### config.mk
export PLATFORM = sky130hd
export DESIGN_NAME = truth_table_sweeper
export DESIGN_NICKNAME = d
export VERILOG_FILES = /design/src/rtl/truth_table_pkg.sv /design/src/rtl/sweep_delay_line.sv /design/src/rtl/truth_table_sweeper.sv
export SDC_FILE = /design/constraint.sdc
export NUM_CORES = 1
export LEC_CHECK = 0
export CAP_MARGIN = 20
export CORE_MARGIN = 1
export CORE_UTILIZATION = 30
export CTS_CLUSTER_SIZE = 16
export DETAILED_ROUTE_END_ITERATION = 16
export GPL_TIMING_DRIVEN = 0
export PLACE_DENSITY_LB_ADDON = 0.2
export REMOVE_ABC_BUFFERS = 1
export SYNTH_ARGS = -nofsm -noshare
export SYNTH_HDL_FRONTEND = slang
export SYNTH_SLANG_ARGS = --single-unit
### constraint.sdc
create_clock -name clk -period 4.1 [get_ports clk]
set_input_delay 1.23 -clock clk [delete_from_list [all_inputs] [get_ports clk]]
set_output_delay 1.23 -clock clk [all_outputs]
set_load 0.1 [all_outputs]
### src/rtl/truth_table_pkg.sv
// Shared types and constants for the truth-table sweeper.
package truth_table_pkg;

    localparam int NUM_INPUTS   = 7;
    localparam int NUM_MINTERMS = 128;

    typedef logic [NUM_MINTERMS-1:0] tt_t;
    typedef logic [NUM_INPUTS-1:0]   minterm_t;

    // Sweep sequencing: present minterms, wait out the DUT pipeline, report.
    typedef enum logic [1:0] {
        IDLE  = 2'd0,
        DRIVE = 2'd1,
        DRAIN = 2'd2,
        DONE  = 2'd3
    } sweep_state_e;

endpackage

### src/rtl/sweep_delay_line.sv
// Delays the driven minterm index and its valid flag by LATENCY cycles so the
// capture lines up with a pipelined DUT. LATENCY = 0 is a plain wire-through.
module sweep_delay_line
    import truth_table_pkg::*;
#(
    parameter int LATENCY = 0
) (
    input  logic     clk,
    input  logic     rst,
    input  logic     in_valid,
    input  minterm_t in_idx,
    output logic     out_valid,
    output minterm_t out_idx
);

    if (LATENCY == 0) begin : g_wire
        assign out_valid = in_valid;
        assign out_idx   = in_idx;
    end else begin : g_pipe
        logic [LATENCY-1:0] valid_q, valid_d;
        minterm_t           idx_q [LATENCY];
        minterm_t           idx_d [LATENCY];

        // Shift each stage one step toward the output.
        always_comb begin
            valid_d[0] = in_valid;
            idx_d[0]   = in_idx;
            for (int i = 1; i < LATENCY; i++) begin
                valid_d[i] = valid_q[i-1];
                idx_d[i]   = idx_q[i-1];
            end
        end

        // Stage registers; reset flushes every pending capture.
        always_ff @(posedge clk) begin
            if (rst) begin
                valid_q <= '0;
                for (int i = 0; i < LATENCY; i++) idx_q[i] <= '0;
            end else begin
                valid_q <= valid_d;
                for (int i = 0; i < LATENCY; i++) idx_q[i] <= idx_d[i];
            end
        end

        assign out_valid = valid_q[LATENCY-1];
        assign out_idx   = idx_q[LATENCY-1];
    end

endmodule

### src/rtl/truth_table_sweeper.sv
// Drives all 128 minterms into a 7-input network, captures its output into a
// truth-table signature, counts the ones and compares against a reference.
module truth_table_sweeper
    import truth_table_pkg::*;
#(
    parameter int LATENCY = 0
) (
    input  logic         clk,
    input  logic         rst,
    input  logic         start,
    input  tt_t          expected,
    output logic         x0,
    output logic         x1,
    output logic         x2,
    output logic         x3,
    output logic         x4,
    output logic         x5,
    output logic         x6,
    input  logic         out,
    output logic         busy,
    output logic         done,
    output tt_t          tt,
    output logic [7:0]   ones,
    output logic         match,
    output sweep_state_e state_dbg
);

    // Last DRAIN count; DRAIN is only entered when LATENCY > 0.
    localparam logic [2:0] DRAIN_LAST = 3'((LATENCY > 0) ? LATENCY - 1 : 0);

    sweep_state_e state_q, state_d;
    minterm_t     m_q, m_d;
    logic [2:0]   drain_q, drain_d;
    tt_t          exp_q, exp_d;
    tt_t          tt_q, tt_d;
    logic [7:0]   ones_q, ones_d;
    logic         match_q, match_d;

    logic         cap_valid;
    minterm_t     cap_idx;

    // Index/valid of the minterm on x0..x6, realigned to the DUT output.
    sweep_delay_line #(
        .LATENCY (LATENCY)
    ) u_delay (
        .clk       (clk),
        .rst       (rst),
        .in_valid  (state_q == DRIVE),
        .in_idx    (m_q),
        .out_valid (cap_valid),
        .out_idx   (cap_idx)
    );

    // Next-state, counter, capture, popcount and compare logic.
    always_comb begin
        state_d = state_q;
        m_d     = m_q;
        drain_d = drain_q;
        exp_d   = exp_q;
        tt_d    = tt_q;
        ones_d  = ones_q;
        match_d = match_q;

        case (state_q)
            IDLE: begin
                if (start) begin
                    exp_d   = expected;
                    tt_d    = '0;
                    ones_d  = '0;
                    match_d = 1'b0;
                    m_d     = '0;
                    state_d = DRIVE;
                end
            end
            DRIVE: begin
                // The 127 -> 0 wrap leaves x0..x6 at zero after the sweep.
                m_d = m_q + 7'd1;
                if (m_q == 7'd127) begin
                    drain_d = '0;
                    state_d = (LATENCY > 0) ? DRAIN : DONE;
                end
            end
            DRAIN: begin
                if (drain_q == DRAIN_LAST) state_d = DONE;
                else                       drain_d = drain_q + 3'd1;
            end
            DONE: begin
                state_d = IDLE;
            end
            default: begin
                state_d = IDLE;
            end
        endcase

        if (cap_valid) begin
            tt_d[cap_idx] = out;
            if (out) ones_d = ones_q + 8'd1;
        end

        // Compare against the fully captured table as DONE is entered, so
        // the final capture (same edge when LATENCY = 0) is included.
        if (state_d == DONE && state_q != DONE) match_d = (tt_d == exp_q);
    end

    // State and datapath registers.
    always_ff @(posedge clk) begin
        if (rst) begin
            state_q <= IDLE;
            m_q     <= '0;
            drain_q <= '0;
            exp_q   <= '0;
            tt_q    <= '0;
            ones_q  <= '0;
            match_q <= 1'b0;
        end else begin
            state_q <= state_d;
            m_q     <= m_d;
            drain_q <= drain_d;
            exp_q   <= exp_d;
            tt_q    <= tt_d;
            ones_q  <= ones_d;
            match_q <= match_d;
        end
    end

    assign {x6, x5, x4, x3, x2, x1, x0} = m_q;
    assign busy      = (state_q == DRIVE) || (state_q == DRAIN);
    assign done      = (state_q == DONE);
    assign tt        = tt_q;
    assign ones      = ones_q;
    assign match     = match_q;
    assign state_dbg = state_q;

endmodule

==> flow_metrics.env <==
export IMPL_status="finished clean"
export IMPL_arrival_ns=2.69
export IMPL_io_pins=280
export IMPL_drtPass1Iterations=8
export IMPL_vias=16500
export IMPL_grt_max_degree=144
export IMPL_yosysTopAreaCellShare_pct=36.8
export IMPL_grt_first_pass_wirelength_microns=102000
export IMPL_portBuffers=279
export IMPL_place_hpwl_microns=48900
export IMPL_cts_buffer_depth=3
export IMPL_row_count=81
export IMPL_n_antenna_cell=0
export IMPL_rsz0062_at_grt="no"
export IMPL_slew_headroom_pct=23.0
export IMPL_grt_overflow_total=0
export IMPL_tns_ns=0
export IMPL_power_total_mw=6.98
export IMPL_globalplace_congestion=0.927
export IMPL_die_w_microns=226
export IMPL_leakage_nw=6.60
export IMPL_worst_slack_ns=0.176
export IMPL_synthCells=1998
export IMPL_drv_slew=0
export IMPL_max_cap_violations=0
export IMPL_drt_total_wl_microns=70700
export IMPL_cp_required_ns=2.87
export IMPL_n_fill_cell=5133
export IMPL_synth_seq_area_share_pct=36.8
export IMPL_cts_clk_slew_worst_paths_ns=0.06
export IMPL_whs_ns=0.470
export IMPL_syn_area_per_cell_sq_um=7.54
export IMPL_dieHeight_microns=226
export IMPL_cts_tree="built"
export IMPL_ant_nets=0
export IMPL_grt_pass1_vias=15600
export IMPL_path_buf_inv=1
export IMPL_critPathLaunchType="flip-flop"
export IMPL_worst_path_largest_cell_delay_ns=1.28
export IMPL_root_buffer="clkbuf_16"
export IMPL_wire_per_inst_microns=24.6
export IMPL_hold_buffers=0
export IMPL_synth_area_leaders="dfxtp_1 37%, nand2_1 9.6%, a21oi_1 9.0%"
export IMPL_ys_seq_elements=277
export IMPL_dieArea_sq_um=51100
export IMPL_setup_viol=0
export IMPL_via_per_inst=5.76
export IMPL_path_delay_family="buffers and inverters"
export IMPL_antenna_found_initial=0
export IMPL_netlist_area_sq_um=15100
export IMPL_slowest_stage="clkdlybuf4s50_1"
export IMPL_yosys_area_top_type="dfxtp_1"
export IMPL_start_util_pct=30.6
export IMPL_ys_flop_type="dfxtp_1"
export IMPL_area_growth_pct=34.2
export IMPL_crit_chain="clkdlybuf4s50_1"
export IMPL_clkSinkCount=277
export IMPL_layout_drive_gt1_share_pct=7.71
export IMPL_dpl_worst_slack_ns=-0.964
export IMPL_nNetsFinal=2325
export IMPL_drcViolationCount=0
export IMPL_path_max_fanout=20
export IMPL_end_kind="output port"
export IMPL_min_period_ns=3.92
export IMPL_h_tree_depth=2
export IMPL_coreArea_sq_um=49300
export IMPL_worstSetupPathType="reg2out"
export IMPL_p_per_area_nw_per_um2=345
export IMPL_hold_violations=0
export IMPL_final_cell_mix="384 x nand2_1, 276 x clkdlybuf4s50_1, 275 x dfxtp_1, 270 x a21oi_1, 118 x nand3_1"
export IMPL_ys_warn_count=0
export IMPL_peakVddDrop_v=0.000214
export IMPL_timing_final_crit_share_pct=95.7
export IMPL_min_path_type="reg2reg"
export IMPL_synth_edf_count=0
export IMPL_final_common_cell="nand2_1"
export IMPL_finClkSkew_ns=0.0103
export IMPL_worstMarginPinSlew_ns=1.15
export IMPL_drt_initial_drc_count=1997
export IMPL_track_usage_pct=26.8
export IMPL_numCtsBuffers=34
export IMPL_async_flop_share_pct=0
export IMPL_fmax_mhz=255
export IMPL_clk_latency_ns=0.55
export IMPL_synth_cell_type_count=80
-- layer usage --
metal | global-route usage, % | wire, microns | vias to the layer above
met5 | 0 | 0 | -
met1 | 35.2 | 29700 | 7970
met3 | 7.31 | 7310 | 146
met4 | 12.7 | 2920 | 0
li1 | - | - | 7598
met2 | 40.5 | 30700 | 816
-- flip-flops by register name (all words and copies together), names as in the netlist --
signal / count
state_dbg: 2
m_q: 7
tt: 128
ones: 8
exp_q: 128
drain_q: 3
match: 1
-- cells in the mapped netlist, types with 29 or more instances --
library cell,n
a21boi_0,36
a21oi_1,270
a31oi_1,38
buf_2,38
clkbuf_1,137
dfxtp_1,277
inv_1,45
nand2_1,385
nand3_1,118
nand4_1,29
nor2_1,110
nor3_1,31
o211ai_1,45
o21ai_0,34
xnor2_1,39
xor2_1,35
-- report_power, final --
part | internal, mW | total [mW] | switching, mW
Sequential | 2.78 | 2.91 | 0.128
Combinational | 0.373 | 0.920 | 0.546
Clock | 1.89 | 3.15 | 1.26
-- cells by family after synthesis --
| logic type | count (synthesis) | share of synthesized area (%) |
|---|---|---|
| xor+xnor | 74 | 4.30 |
| buf+inv | 242 | 6.68 |
| fa+ha+maj | 10 | 0.831 |
| flops | 277 | 36.8 |
| mux | 8 | 0.582 |
| simple gates | 799 | 25.8 |
| compound gates | 588 | 25.0 |
-- what timing repair did --
action	in CTS	in global routing
gates resized for setup	9	12
endpoints found under the setup margin	1	3
gates cloned	2	2
buffers inserted	9	19
pin swaps	4	4
-- final cells by class --
type | count | area (sq um) | area share [%]
Sequential cell | 277 | 5550 | 27.5
Clock inverter | 11 | 109 | 0.539
Inverter | 46 | 174 | 0.861
Multi-Input combinational cell | 1480 | 8700 | 43.1
Tap cell | 664 | 831 | 4.11
Clock buffer | 48 | 1040 | 5.13
Timing Repair Buffer | 344 | 3810 | 18.8
-- path summary, 6_finish.rpt --
check	start	end	slack, ns	depth (start not counted)
max	m_q[2]$_SDFFE_PP0P_	x2	0.18	1
min	exp_q[28]$_SDFFE_PP0P_	exp_q[28]$_SDFFE_PP0P_	0.47	2
max reg2reg	state_dbg[1]$_SDFF_PP0_	match$_SDFFE_PP0P_	0.22	11
min reg2reg	exp_q[28]$_SDFFE_PP0P_	exp_q[28]$_SDFFE_PP0P_	0.47	2
-- through the flow --
step / std cells / utilization (%) / instance area (sq um)
after floorplan: 1802 / - / 14200
after CTS: 2849 / 40.5 / 19900
after global placement: 2745 / 36.2 / 17900
after detailed placement: 2779 / 37.8 / 18600
after global routing: 2870 / 41.0 / 20200
final: 2870 / 41.0 / 20200
(Power assumes the default switching activity.)
